`src/rtl/strided_window_router.sv`:
```
// Byte buffer with a strided gather engine: packs up to MaxWidth elements per window into
// one wide word and streams a batch of windows out under valid/ready flow control.
module strided_window_router #(
  parameter int MaxWidth   = 9,
  parameter int Depth      = 32,
  parameter int DataWidth  = 8,
  parameter int MaxWindows = 16,
  parameter int AddrWidth  = $clog2(Depth),
  parameter int CntWidth   = $clog2(MaxWidth + 1),
  parameter int WinWidth   = $clog2(MaxWindows + 1)
) (
  input  logic                          clk,
  input  logic                          rst,
  input  logic                          writeEn,
  input  logic [AddrWidth-1:0]          writeAddr,
  input  logic [DataWidth-1:0]          dataIn,
  input  logic                          routeEn,
  input  logic [AddrWidth-1:0]          startAddr,
  input  logic [CntWidth-1:0]           count,
  input  logic [AddrWidth-1:0]          stride,
  input  logic [WinWidth-1:0]           numWindows,
  input  logic [AddrWidth-1:0]          windowStep,
  input  logic                          outReady,
  output logic                          outValid,
  output logic [MaxWidth*DataWidth-1:0] dataOut,
  output logic                          busy,
  output logic                          finished
);

  // DRAIN waits for the last in-flight read to land before presenting the window.
  typedef enum logic [2:0] {IDLE, READ, DRAIN, HOLD, DONE} state_t;

  state_t               state;
  state_t               next_state;
  logic [DataWidth-1:0] mem [Depth];
  logic [DataWidth-1:0] rd_data;
  logic [AddrWidth-1:0] cur_addr;
  logic [AddrWidth-1:0] win_base;
  logic [AddrWidth-1:0] next_base;
  logic [AddrWidth-1:0] stride_r;
  logic [AddrWidth-1:0] step_r;
  logic [CntWidth-1:0]  cnt_r;
  logic [CntWidth-1:0]  issue_idx;
  logic [CntWidth-1:0]  rd_lane;
  logic [CntWidth-1:0]  cnt_eff;
  logic [WinWidth-1:0]  win_rem;
  logic [WinWidth-1:0]  nw_eff;
  logic                 rd_valid;
  logic                 start;
  logic                 zero_cfg;
  logic                 issue;
  logic                 last_issue;
  logic                 handshake;
  logic                 last_win;

  // Control decode: clamping, start qualification and handshake detection.
  always_comb begin
    cnt_eff    = (count > CntWidth'(MaxWidth)) ? CntWidth'(MaxWidth) : count;
    nw_eff     = (numWindows > WinWidth'(MaxWindows)) ? WinWidth'(MaxWindows) : numWindows;
    start      = routeEn && ((state == IDLE) || (state == DONE));
    zero_cfg   = (cnt_eff == '0) || (nw_eff == '0);
    issue      = (state == READ);
    last_issue = issue && (issue_idx == (cnt_r - CntWidth'(1)));
    handshake  = (state == HOLD) && outReady;
    last_win   = (win_rem == WinWidth'(1));
    next_base  = win_base + step_r;
  end

  assign busy = (state == READ) || (state == DRAIN) || (state == HOLD);

  // Buffer: write port plus read-first synchronous read of the current gather address.
  always_ff @(posedge clk) begin
    if (writeEn) begin
      mem[writeAddr] <= dataIn;
    end
    rd_data <= mem[cur_addr];
  end

  // FSM state register.
  always_ff @(posedge clk or posedge rst) begin
    if (rst) begin
      state <= IDLE;
    end else begin
      state <= next_state;
    end
  end

  // FSM next-state logic.
  always_comb begin
    next_state = state;
    case (state)
      IDLE, DONE: begin
        if (start) begin
          next_state = zero_cfg ? DONE : READ;
        end else begin
          next_state = state;
        end
      end
      READ: begin
        if (last_issue) begin
          next_state = DRAIN;
        end else begin
          next_state = READ;
        end
      end
      DRAIN: next_state = HOLD;
      HOLD: begin
        if (handshake) begin
          next_state = last_win ? DONE : READ;
        end else begin
          next_state = HOLD;
        end
      end
      default: next_state = IDLE;
    endcase
  end

  // Gather datapath: config latch, address walk, lane fill and output handshake.
  always_ff @(posedge clk or posedge rst) begin
    if (rst) begin
      outValid  <= 1'b0;
      dataOut   <= '0;
      finished  <= 1'b0;
      cur_addr  <= '0;
      win_base  <= '0;
      stride_r  <= '0;
      step_r    <= '0;
      cnt_r     <= '0;
      issue_idx <= '0;
      rd_lane   <= '0;
      win_rem   <= '0;
      rd_valid  <= 1'b0;
    end else begin
      rd_valid <= issue;
      rd_lane  <= issue_idx;
      if (start) begin
        cur_addr  <= startAddr;
        win_base  <= startAddr;
        stride_r  <= stride;
        step_r    <= windowStep;
        cnt_r     <= cnt_eff;
        win_rem   <= nw_eff;
        issue_idx <= '0;
        dataOut   <= '0;
        outValid  <= 1'b0;
        finished  <= zero_cfg;
      end else if (issue) begin
        cur_addr  <= cur_addr + stride_r;
        issue_idx <= issue_idx + CntWidth'(1);
      end else begin
        cur_addr <= cur_addr;
      end
      if (rd_valid) begin
        for (int i = 0; i < MaxWidth; i++) begin
          if (rd_lane == CntWidth'(i)) begin
            dataOut[i*DataWidth +: DataWidth] <= rd_data;
          end
        end
      end
      if (state == DRAIN) begin
        outValid <= 1'b1;
      end
      // Window handoff: last window finishes the batch, otherwise the next window starts clean.
      if (handshake) begin
        outValid <= 1'b0;
        win_rem  <= win_rem - WinWidth'(1);
        if (last_win) begin
          finished <= 1'b1;
        end else begin
          win_base  <= next_base;
          cur_addr  <= next_base;
          issue_idx <= '0;
          dataOut   <= '0;
        end
      end
    end
  end

endmodule
```
`config.mk`:
```
export PLATFORM = sky130hd
export DESIGN_NAME = strided_window_router
export DESIGN_NICKNAME = d
export VERILOG_FILES = /design/src/rtl/strided_window_router.sv
export SDC_FILE = /design/constraint.sdc
export NUM_CORES = 1
export LEC_CHECK = 0
export ABC_AREA = 1
export BUFFER_PORTS_ARGS = -buffer_cell sky130_fd_sc_hd__buf_2
export CAP_MARGIN = 20
export CORE_MARGIN = 2
export CORE_UTILIZATION = 45
export DETAILED_ROUTE_END_ITERATION = 8
export GPL_TIMING_DRIVEN = 0
export RECOVER_POWER = 25
export SETUP_SLACK_MARGIN = 0.4
export SLEW_MARGIN = 20
export SYNTH_ARGS = -nofsm -noshare
export SYNTH_HDL_FRONTEND = slang
export SYNTH_SLANG_ARGS = --single-unit
```
`constraint.sdc`:
```
create_clock -name clk -period 8.7 [get_ports clk]
set_input_delay 0.87 -clock clk [delete_from_list [all_inputs] [get_ports clk]]
set_output_delay 0.87 -clock clk [all_outputs]
set_load 0.02 [all_outputs]
```
# After elaboration in Yosys (flattened, before gate mapping)
# Memory sizes are Yosys's and may differ from the RTL's. A register that Yosys moved wholly into a read port is not among the register bits.
# Cells that the tools add are included.
[word_totals]
ff_bits = 115
ram_bits = 256
in_bits = 42
output_inout_bits = 75
mem_count = 1
[classes]
add_sub_neg = 5
n_lt_le_gt_ge = 2
eq_ne = 15
n_mux = 42
n_reduce_logical = 14
[mem_list]
columns = ["name", "words", "word_bits", "rd", "rd_ports_with_merged_regs", "write_ports", "line_no", "rtl"]
rows = [
  ["mem", 32, 8, 1, 1, 1, "35", "logic [DataWidth-1:0] mem [Depth];"],
]
[op_table]
columns = ["cell", "count"]
rows = [
  ["$mux W72", 4],
  ["$mux W8", 9],
  ["$mux W5", 10],
  ["$mux W4", 5],
  ["$eq A4 B3 Y1 const B", 4],
  ["$mux W3", 4],
  ["$pmux W3 S4", 1],
  ["$add A5 B5 Y5", 2],
  ["$eq A4 B2 Y1 const B", 2],
  ["$logic_not A4 Y1", 2],
  ["$mux W1", 8],
  ["$eq A3 B2 Y1 const B", 2],
  ["$eq A5 B1 Y1 const B", 1],
  ["$gt A5 B5 Y1 const B", 1],
  ["$logic_not A5 Y1", 1],
  ["$sub A5 B1 Y5 const B", 1],
  ["$add A4 B1 Y4 const B", 1],
  ["$eq A4 B1 Y1 const B", 1],
  ["$eq A4 B4 Y1", 1],
  ["$eq A4 B4 Y1 const B", 1],
  ["$gt A4 B4 Y1 const B", 1],
  ["$logic_or A1 B1 Y1", 4],
  ["$sub A4 B1 Y4 const B", 1],
  ["$eq A3 B1 Y1 const B", 1],
  ["8 further kinds", 10],
]

# Longest topological paths before layout
[depth]
ltp_word = 8
mapped_depth = 12
ltp_nobuf = 11

# Worst setup path before layout
# Ideal clock, no wire load.
[synth_timing]
path_type = "input -> register"
startpoint = "input port writeAddr[0]"
endpoint = "memory mem[0][0] (enable)"
arrival_time_ps = 1534
t_required_ps = 8330
path_slack_ps = 6796
path_stages = 3
path_buffers = 0
cell_sequence = "inv_1 nand3_1 nor2_1"
[synth_lines]
columns = ["item", "line_no", "rtl"]
rows = [
  ["start, declared", "15", "input logic [AddrWidth-1:0] writeAddr,"],
  ["end, declared", "35", ""],
]
# Straight into the memory's write port.

# Worst setup path in the final report
[layout_timing]
startpoint = "register state[0]"
endpoint = "output port busy"
[layout_via]
elab_chain_len = 3
[layout_lines]
columns = ["item", "line_no", "rtl"]
rows = [
  ["start, declared", "33", "state_t state;"],
  ["start signal, assigned", "84", "state <= next_state;"],
  ["$eq A3 B1 Y1 / $eq A3 B2 Y1 (equally long branches)", "69", "assign busy = (state == READ) || (state == DRAIN) || (state == HOLD);"],
  ["$logic_or A1 B1 Y1", "69", ""],
  ["$logic_or A1 B1 Y1 *", "69", ""],
  ["end, declared", "26", "output logic busy,"],
]
# Every way passes the cells marked *; elsewhere a longest branch is shown, timed or not.

==> flow_metrics.tcl <==
set metrics [dict create \
    path_cells "nor2_1 -> nor2_1 -> buf_2" \
    share_seq_of_total_power 0.380 \
    fill_cells 3160 \
    worst_slew_pin_slew_ps 1820 \
    final_cell_count_no_fill 2176 \
    clock_latency_ps 540 \
    utilization 0.529 \
    place_inst 2102 \
    powerDensity_nw_per_um2 347 \
    rows 68 \
    violations "capacitance limit, slew limit" \
    vias 11500 \
    cpMostUsedCell "nor2_1" \
    crit_path_start "state[0]$_DFFE_PP0P_" \
    grt_pass1_vias 10900 \
    synthCells 1530 \
    wl_per_cell_um 19.3 \
    swShare 0.394 \
    htreeDepth 2 \
    dpl.hpwl_um 28300 \
    synth_top_family_by_area "simple AND/OR/NAND/NOR gates" \
    clk_pin_slew_worst_paths_ps 60 \
    routed_wirelength_um 42000 \
    cts_sinks 379 \
    fp.dieW_um 192 \
    cp-start-kind "flip-flop" \
    numCtsBuffers 41 \
    comb_power_share 0.366 \
    diodes 0 \
    drtIter0Drc 1035 \
    crit_buf_inv 1 \
    grt_pass1_wl_um 63300 \
    postCtsSetupBuffers 0 \
    drc 0 \
    min_period_ps 2290 \
    status "complete, but fails checks" \
    drive_gt1_frac 0.138 \
    fmax_ghz 0.436 \
    gp_congestion 0.879 \
    crit_type "reg2out" \
    crit_path_end_kind "primary output" \
    grt_start_max_net_pins 79 \
    synthAdderAreaFrac 0.0119 \
    grt_setup_unrepaired "false" \
    place_worst_setup_slack_ps 5980 \
    grt_antenna_before_repair 0 \
    core_area_um2 34700 \
    synth.area.mux_share 0.000628 \
    cts_tree "done" \
    yosysSeqAreaShare 0.673 \
    synth_xor_area_frac 0.00439 \
    setup_viol 0 \
    nets 1746 \
    synth_area_per_cell_um2 10.4 \
    p_leak_nw 7.79 \
    slew_viol_final 137 \
    dieArea_um2 37000 \
    internal_power_mw 3.87 \
    via_per_inst 5.29 \
    cp.required_ps 7830 \
    final.setup_skew_ps 14.3 \
    root_buffer "clkbuf_16" \
    peakVddDrop_uv 203 \
    r2r_start "cur_addr[1]$_DFF_PP0_" \
    start_util 0.459 \
    ctsResizeCount 0 \
    gr-usage-all-layers 0.229 \
    min-delay-path-class "reg2reg" \
    rrSetupSlack_ps 6430 \
    layout_setup_ws_ps 6410 \
    power.switching_mw 2.51 \
    synth_area_um2 15900 \
    ys_warn_count 0 \
    path_delay_family "flip-flops" \
    synth_compound_area_frac 0.0608 \
    ys_types 35 \
    antenna_left 0 \
    cts-hold-fix-buffers 0 \
    io-pin-count 117 \
    max_cap_violations 4 \
    synth_nets 1586 \
    synthSimpleGateAreaFrac 0.211 \
    grt_overflow 0 \
    firstDrtPassIters 5 \
    fin_crit_sh 0.264 \
    clockBufferDepth 3 \
    min_from "issue_idx[3]$_DFF_PP0_" \
    maxSlewHeadroom -0.223 \
    hold_viol 0 \
    cp_slowest_cell "dfrtp_1" \
    fin_setup_tns_ps 0 \
    ys_ff_latch 379 \
    slowest_delay_ps 430 \
    syn2layout_area_growth_pct 15.2 \
    critPathMaxFanout 5 \
    die_y_um 192 \
    clkPwrFrac 0.254 \
    arrival_ps 1420 \
    io_buffers 116 \
]
[state kept, by name, indices dropped and copies added, names as in the netlist, 5 cells and up]
register	cells
cur_addr	5
dataOut	72
mem	256
rd_data	8
step_r	5
stride_r	5
win_base	5
win_rem	5
[worst register-to-register path: cells and delay by family (launching register included)]
| family | cells | cell delay, ps |
|---|---|---|
| flip-flops | 1 | 460 |
| AND/OR/NAND/NOR | 7 | 410 |
| buffers and inverters | 3 | 550 |
| AO/OA/AOI/OAI | 1 | 260 |
| adder cells (fa/ha/maj) | 1 | 490 |
[metal layers]
layer / routed length (µm) / GRT usage / part of all wire
met1: 19100 / 0.326 / 0.46
met2: 19100 / 0.367 / 0.45
met3: 2850 / 0.0380 / 0.068
met4: 951 / 0.0619 / 0.023
met5: 0 / 0 / 0
[kinds of logic (layout without fill, tap and decap cells)]
| kind of cell | count (synthesis) | count (layout) |
|---|---|---|
| buffers and inverters | 130 | 321 |
| AO/OA/AOI/OAI | 190 | 190 |
| XOR/XNOR | 8 | 8 |
| adder cells (fa/ha/maj) | 14 | 14 |
| AND/OR/NAND/NOR | 808 | 808 |
| flip-flops | 379 | 379 |
| multiplexers | 1 | 1 |
[area by class of cell]
| class | instances | area [µm²] | share of cell area |
|---|---|---|---|
| clock inverters | 19 | 91.3 | 0.00497 |
| well taps | 455 | 569 | 0.0310 |
| repair buffers | 117 | 604 | 0.0329 |
| inverters | 49 | 185 | 0.0101 |
| flip-flops and latches | 379 | 10700 | 0.584 |
| multi-input cells | 1021 | 4610 | 0.251 |
| plain buffers | 81 | 427 | 0.0232 |
| clock buffers | 55 | 1160 | 0.0632 |
[placed cells by master (no fill, tap or decap), drive strengths merged, types with 4 or more instances in the layout]
cell	synthesis	routed
dfrtp	115	115
clkinv	2	19
ha	12	12
xnor2	4	4
xor2	4	4
dfxtp	8	8
clkbuf	21	79
nand3	230	230
o21ai	92	92
nor2	55	55
o22ai	4	4
nand2	516	516
a21oi	90	90
edfxtp	256	256
inv	47	47
buf	60	174
[power groups by stage]
stage / logic [mW] / registers (mW) / clock network (mW)
2_1_floorplan: 1.39 / 2.56 / 0
3_3_place_gp: 2.29 / 2.46 / 0
3_5_place_dp: 2.33 / 2.46 / 0
4_1_cts: 2.34 / 2.43 / 1.65
5_1_grt: 2.60 / 2.46 / 1.72
6_report: 2.34 / 2.43 / 1.62
[worst paths after layout]
check / endpoint / depth (start not counted)
hold / removal: rd_lane[3]$_DFF_PP0_ / 0
min in group asynchronous: outValid$_DFFE_PP0P_ / 2
max in group asynchronous: dataOut[37]$_DFF_PP0_ / 3
setup reg to reg: cur_addr[4]$_DFF_PP0_ / 12
setup / recovery: busy / 3
hold reg to reg: rd_lane[3]$_DFF_PP0_ / 0
[Yosys cell counts]
cell | count | area (µm²)
nand3_1 | 229 | 1150
buf_2 | 41 | 205
a22oi_1 | 1 | 7.51
nand3_2 | 1 | 10.0
buf_6 | 4 | 45.0
nor2_1 | 54 | 203
o21ai_0 | 82 | 410
edfxtp_1 | 256 | 7690
nand2_1 | 512 | 1920
nand2_2 | 4 | 25.0
mux2i_1 | 1 | 10.0
xnor2_1 | 4 | 35.0
clkinv_1 | 2 | 7.51
a21boi_1 | 1 | 7.51
o221ai_1 | 1 | 8.76
a31oi_1 | 1 | 6.26
xor2_1 | 4 | 35.0
a21oi_1 | 89 | 445
inv_2 | 2 | 7.51
nand4_1 | 3 | 18.8
nor2_8 | 1 | 20.0
nor3_1 | 1 | 5.00
o22ai_1 | 4 | 25.0
a21oi_2 | 1 | 8.76
buf_1 | 4 | 15.0
or2_2 | 2 | 12.5
dfxtp_1 | 8 | 160
dfrtp_1 | 115 | 2880
clkbuf_1 | 21 | 78.8
nand3b_1 | 1 | 7.51
ha_1 | 12 | 150
inv_1 | 45 | 169
o21ai_1 | 10 | 50.1
fa_1 | 2 | 40.0
buf_4 | 11 | 82.6
[through the flow]
step           hold WS, ps  total power [mW]  instance area, µm²
6_report               405              6.38               18400
5_1_grt                419              6.78               18400
4_1_cts                333              6.41               18400
3_5_place_dp           396              4.79               17100
3_3_place_gp           396              4.75               17100
2_1_floorplan          374              3.94               15900
(Power assumes the default switching activity.)
